File: config.mk
export PLATFORM = sky130hd
export DESIGN_NAME = video_timing_recover
export DESIGN_NICKNAME = d
export VERILOG_FILES = /design/src/rtl/video_timing_recover.sv
export SDC_FILE = /design/constraint.sdc
export NUM_CORES = 1
export LEC_CHECK = 0
export CAP_MARGIN = 10
export CORE_AREA = 2 2 83 105
export DETAILED_ROUTE_END_ITERATION = 8
export DIE_AREA = 0 0 85 107
export HOLD_SLACK_MARGIN = 0.15
export PLACE_DENSITY = 0.82
export SLEW_MARGIN = 20
export SYNTH_ARGS = -nofsm -noshare
export SYNTH_HDL_FRONTEND = slang
export SYNTH_SLANG_ARGS = --single-unit
File: constraint.sdc
create_clock -name clk_pixel_in -period 3.99 [get_ports clk_pixel_in]
set_clock_uncertainty 0.15 [all_clocks]
set_input_delay 0.798 -clock clk_pixel_in [delete_from_list [all_inputs] [get_ports clk_pixel_in]]
set_output_delay 0.798 -clock clk_pixel_in [all_outputs]
set_load 0.02 [all_outputs]
File: src/rtl/video_timing_recover.sv
// Rebuilds pixel coordinates, new-frame pulse and frame counter from a raw hs/vs/ad
// stream, and qualifies every frame against the expected timing to report lock and errors.
module video_timing_recover #(
    parameter int unsigned ACTIVE_H_PIXELS = 1280,
    parameter int unsigned H_FRONT_PORCH   = 110,
    parameter int unsigned H_SYNC_WIDTH    = 40,
    parameter int unsigned H_BACK_PORCH    = 220,
    parameter int unsigned ACTIVE_LINES    = 720,
    parameter int unsigned V_FRONT_PORCH   = 5,
    parameter int unsigned V_SYNC_WIDTH    = 5,
    parameter int unsigned V_BACK_PORCH    = 20,
    parameter int unsigned LOCK_FRAMES     = 2,
    localparam int unsigned TOTAL_PIXELS   = ACTIVE_H_PIXELS + H_FRONT_PORCH + H_SYNC_WIDTH + H_BACK_PORCH,
    localparam int unsigned TOTAL_LINES    = ACTIVE_LINES + V_FRONT_PORCH + V_SYNC_WIDTH + V_BACK_PORCH,
    localparam int unsigned HW             = $clog2(TOTAL_PIXELS),
    localparam int unsigned VW             = $clog2(TOTAL_LINES)
) (
    input  logic          clk_pixel_in,
    input  logic          rst_in,
    input  logic          hs_in,
    input  logic          vs_in,
    input  logic          ad_in,
    output logic [HW-1:0] hcount_out,
    output logic [VW-1:0] vcount_out,
    output logic          ad_out,
    output logic          nf_out,
    output logic [5:0]    fc_out,
    output logic          locked_out,
    output logic          err_out
);

    // Measurement counters get headroom above the nominal totals so a long line/frame
    // can never saturate onto the expected value.
    localparam int unsigned PW = $clog2(TOTAL_PIXELS + 2);
    localparam int unsigned LW = $clog2(TOTAL_LINES + 2);
    localparam int unsigned GW = $clog2(LOCK_FRAMES + 1);

    typedef enum logic [1:0] {
        ST_SEARCH  = 2'd0,
        ST_ACQUIRE = 2'd1,
        ST_LOCKED  = 2'd2
    } state_t;

    logic          hs_q;
    logic          vs_q;
    logic          ad_q;
    logic          hs_rise;
    logic          vs_rise;
    logic          vs_fall;
    logic          ad_rise;
    logic          ad_fall;

    logic          first_line;
    logic [PW-1:0] pix_cnt;
    logic [PW-1:0] act_cnt;
    logic [LW-1:0] line_cnt;
    logic [LW-1:0] aline_cnt;
    logic          first_hs_done;
    logic          line_bad;
    logic          frame_good;

    state_t        state;
    state_t        state_nxt;
    logic [GW-1:0] good_cnt;
    logic [GW-1:0] good_cnt_nxt;
    logic          err_nxt;

    // Input stage
    always_ff @(posedge clk_pixel_in or posedge rst_in) begin
        if (rst_in) begin
            hs_q <= 1'b0;
            vs_q <= 1'b0;
            ad_q <= 1'b0;
        end else begin
            hs_q <= hs_in;
            vs_q <= vs_in;
            ad_q <= ad_in;
        end
    end

    assign hs_rise = hs_in & ~hs_q;
    assign vs_rise = vs_in & ~vs_q;
    assign vs_fall = ~vs_in & vs_q;
    assign ad_rise = ad_in & ~ad_q;
    assign ad_fall = ~ad_in & ad_q;
    assign ad_out  = ad_q;

    // Recovered coordinates; vcount restarts on the first active line after vsync
    always_ff @(posedge clk_pixel_in or posedge rst_in) begin
        if (rst_in) begin
            hcount_out <= '0;
            vcount_out <= '0;
            first_line <= 1'b0;
        end else begin
            if (ad_rise) begin
                hcount_out <= '0;
                if (first_line) begin
                    vcount_out <= '0;
                end else if (vcount_out != '1) begin
                    vcount_out <= vcount_out + VW'(1);
                end
            end else if (ad_in && (hcount_out != '1)) begin
                hcount_out <= hcount_out + HW'(1);
            end

            if (vs_fall) begin
                first_line <= 1'b1;
            end else if (ad_rise) begin
                first_line <= 1'b0;
            end
        end
    end

    // Frame pulse and frame counter
    always_ff @(posedge clk_pixel_in or posedge rst_in) begin
        if (rst_in) begin
            nf_out <= 1'b0;
            fc_out <= '0;
        end else begin
            nf_out <= vs_rise;
            if (vs_rise) begin
                fc_out <= fc_out + 6'd1;
            end
        end
    end

    // Line/frame measurement; an hs rise coincident with vs rise opens line 1 of the new frame
    always_ff @(posedge clk_pixel_in or posedge rst_in) begin
        if (rst_in) begin
            pix_cnt       <= '0;
            act_cnt       <= '0;
            line_cnt      <= '0;
            aline_cnt     <= '0;
            first_hs_done <= 1'b0;
            line_bad      <= 1'b0;
        end else if (vs_rise) begin
            pix_cnt       <= hs_rise ? PW'(1) : '0;
            line_cnt      <= hs_rise ? LW'(1) : '0;
            first_hs_done <= hs_rise;
            act_cnt       <= ad_rise ? PW'(1) : '0;
            aline_cnt     <= ad_rise ? LW'(1) : '0;
            line_bad      <= 1'b0;
        end else begin
            if (hs_rise) begin
                pix_cnt       <= PW'(1);
                first_hs_done <= 1'b1;
                if (line_cnt != '1) begin
                    line_cnt <= line_cnt + LW'(1);
                end
            end else if (pix_cnt != '1) begin
                pix_cnt <= pix_cnt + PW'(1);
            end

            if (ad_rise) begin
                act_cnt <= PW'(1);
                if (aline_cnt != '1) begin
                    aline_cnt <= aline_cnt + LW'(1);
                end
            end else if (ad_in && (act_cnt != '1)) begin
                act_cnt <= act_cnt + PW'(1);
            end

            if ((hs_rise && first_hs_done && (pix_cnt != PW'(TOTAL_PIXELS))) ||
                (ad_fall && (act_cnt != PW'(ACTIVE_H_PIXELS)))) begin
                line_bad <= 1'b1;
            end
        end
    end

    assign frame_good = !line_bad &&
                        (line_cnt == LW'(TOTAL_LINES)) &&
                        (aline_cnt == LW'(ACTIVE_LINES));

    // Lock FSM state register
    always_ff @(posedge clk_pixel_in or posedge rst_in) begin
        if (rst_in) begin
            state      <= ST_SEARCH;
            good_cnt   <= '0;
            locked_out <= 1'b0;
            err_out    <= 1'b0;
        end else begin
            state      <= state_nxt;
            good_cnt   <= good_cnt_nxt;
            locked_out <= (state_nxt == ST_LOCKED);
            err_out    <= err_nxt;
        end
    end

    // Lock FSM next state; frames are only judged at vs rise
    always_comb begin
        state_nxt    = state;
        good_cnt_nxt = good_cnt;
        err_nxt      = 1'b0;
        if (vs_rise) begin
            case (state)
                ST_SEARCH: begin
                    state_nxt    = ST_ACQUIRE;
                    good_cnt_nxt = '0;
                end
                ST_ACQUIRE: begin
                    if (!frame_good) begin
                        good_cnt_nxt = '0;
                    end else if (good_cnt >= GW'(LOCK_FRAMES - 1)) begin
                        good_cnt_nxt = GW'(LOCK_FRAMES);
                        state_nxt    = ST_LOCKED;
                    end else begin
                        good_cnt_nxt = good_cnt + GW'(1);
                    end
                end
                ST_LOCKED: begin
                    if (!frame_good) begin
                        err_nxt      = 1'b1;
                        good_cnt_nxt = '0;
                        state_nxt    = ST_SEARCH;
                    end
                end
                default: begin
                    state_nxt    = ST_SEARCH;
                    good_cnt_nxt = '0;
                end
            endcase
        end
    end

endmodule

==> out/results.ini <==
[global_routing]
overflow=0
grt_use_total=0.2201
grt_max_degree=35
grt_pass1_vias=3625
grt_pass1_wl_microns=16230
antenna_found_initial=0

[clock_network]
cts_tree=built
cts_hold_buf=0
clkLatencyLatePin_ns=0.36
root_buffer=clkbuf_8
ctsResizeCount=0
clkTransAtPathRegs_ns=0.09
clockBufferDepth=2
cts_made_buffers=9
htree_num_levels=3
numClockSinks=82
cts_setup_buffers=0

[synthesis]
yosysSeqAreaShare=0.4725
synth_compound_area_frac=0.1861
synth_warnings=0
yosys.area_share.simple=0.2394
synthFlopType=dfrtp_1
synth_area_leader_cell=dfrtp_1
synth_top_family_by_area=simple AND/OR/NAND/NOR gates
synthTopCellsByCount=82 x dfrtp_1, 40 x nand2_1, 33 x a21oi_1
synth_top_area_share=0.4725
async_flop_share=1.000
avgSynthCellArea_sq_um=9.651
synth_area_leaders=dfrtp_1 47%, a21oi_1 3.8%, nand2_1 3.5%
muxShareOfSynthArea=0.009795
ys_ff_latch=82
synthAdderAreaFrac=0.03169
netlist_instances=450
synth_nets=466
netlist_area_sq_um=4343
synth_xor_area_frac=0.02420
synth_cell_type_count=69
synth_most_common_cell=dfrtp_1
synth_edf_count=0

[critical_path]
worstSetupPathType=input pin to flop
timing.rr.start=aline_cnt[0]$_DFFE_PP0P_
startpoint_type=input pin
crit_path_max_fanout=17
cp.required_ns=4.10
crit_arrival_ns=2.75
end_kind=flop
startpoint=ad_in

[placed_design]
dp_slack_ns=0.9676
dp_hpwl_microns=6447
gp_congestion=0.8453
place.port_buffers=35

[min_path]
hp-class=flop to flop
hold_start=fc_out[5]$_DFFE_PP0P_

[routing]
drtAntennaViolNets=0
dr.pass1.iters=5
drc_errors=0
num_vias=3690
post_drt_via_cell_ratio=6.265
drtIter0Drc=236
drt-total-wl_microns=9386
wl_per_cell_microns=15.94

[timing]
fin_setup_tns_ns=0
fin_ws_ns=1.353
grt_setup_unrepaired=no
relSlewSlack=0.4488
slew_viol_final=0
max_freq_mhz=379.2
finalHoldViolCount=0
post-route-period-util=0.6609
setup_viol=0
tightest_slew_ns=0.8240
period_minus_slack_ns=2.637

[final_layout]
fill_cells=660
syn2layout_area_growth_pct=15.18
n_antenna_cell=0
fin_nets=503
drive_above_1_share=0.07520

[floorplan]
start_util=0.5361
chipWidth_microns=85
die_h_microns=107
die_area_sq_um=9095
io_pins=36
rows=37
coreArea_sq_um=8102

[outcome]
status=finished clean

[power]
power_density_nw_per_um2=406.8
peakVddDrop_v=0.0002945
p_leak_nw=2.041

[flow_run]
drv_cap=0

per-stage QoR:
stage                     area (sq um)  std cells  total power, mW  hold slack, ns  utilization
final                             5002        589            2.035          0.3191       0.6175
after global routing              5002        589            2.135          0.3481       0.6175
after CTS                         4997        589            2.046          0.3261       0.6168
after detailed placement          4782        573            1.381          0.3100       0.5903
after global placement            4782        573            1.365          0.3070       0.5903
after floorplan                   4343        450            1.221          0.2976            -
critical path: stages:
cell and delay (ns):
clkdlybuf4s50_1 0.74, nand2b_4 0.21, nor3_1 0.49, a31oi_1 0.21, a311oi_1 0.29
placed cells by master, fill, tap and decap left out, types with 3 or more instances in the layout:
master	n
dfrtp_1	82
nand2_1	40
clkdlybuf4s50_1	35
a21oi_1	33
nand3_1	26
o21ai_0	25
nor2_1	24
inv_1	19
or3_1	16
nand4_1	15
nor3_1	12
o31ai_1	11
ha_1	11
and3_1	10
xnor2_1	9
clkbuf_8	9
a31oi_1	8
or4_1	6
buf_4	6
nand2b_1	5
nor4_1	4
and4_1	4
clkinv_2	4
a31o_2	3
xor2_1	3
nor4b_1	3
nand3b_1	3
a41oi_1	3
and2_1	3
o41ai_1	3
flip-flops by register name, indices dropped and copies added, names as in the netlist, 2 cells and up:
signal	flops
aline_cnt	10
line_cnt	10
pix_cnt	11
state	2
good_cnt	2
fc_out	6
act_cnt	11
hcount_out	11
vcount_out	10
per-layer routing:
metal / wire [microns] / GRT usage / up-vias
met5: 0 / 0 / -
met4: 213 / 0.1054 / 0
met3: 262 / 0.03233 / 16
met2: 4950 / 0.3834 / 83
met1: 3959 / 0.2649 / 1825
li1: - / - / 1766
kinds of logic after synthesis:
logic type | count (synthesis)
buf+inv | 36
fa+ha+maj | 11
flops | 82
mux | 4
xor+xnor | 12
compound gates | 120
simple gates | 185
layout make-up:
class	count	area [sq um]	area share
Clock buffer	9	123.9	0.02476
Tap cell	97	121.4	0.02426
Sequential cell	82	2052	0.4102
Clock inverter	7	91.34	0.01826
Multi-Input combinational cell	332	2138	0.4275
Inverter	21	80.08	0.01601
Timing Repair Buffer	41	395.4	0.07904
path summary, 6_finish.rpt:
path | to | slack [ns] | cells after the start
worst max-delay path | aline_cnt[8]$_DFFE_PP0P_ | 1.35 | 5
worst max register to register | state[0]$_DFF_PP0_ | 1.72 | 6
worst min register to register | fc_out[5]$_DFFE_PP0P_ | 0.32 | 1
worst min-delay path | fc_out[5]$_DFFE_PP0P_ | 0.32 | 1
min in group asynchronous | hcount_out[5]$_DFFE_PP0P_ | 0.61 | 2
max in group asynchronous | aline_cnt[6]$_DFFE_PP0P_ | 2.29 | 3
power by group:
| group | total [mW] | switching (mW) | leakage (nW) | internal, mW |
|---|---|---|---|---|
| combinational | 0.365 | 0.193 | 0.841 | 0.172 |
| sequential | 1.00 | 0.0978 | 1.09 | 0.903 |
| clock | 0.669 | 0.318 | 0.109 | 0.351 |
(Power assumes the default switching activity.)
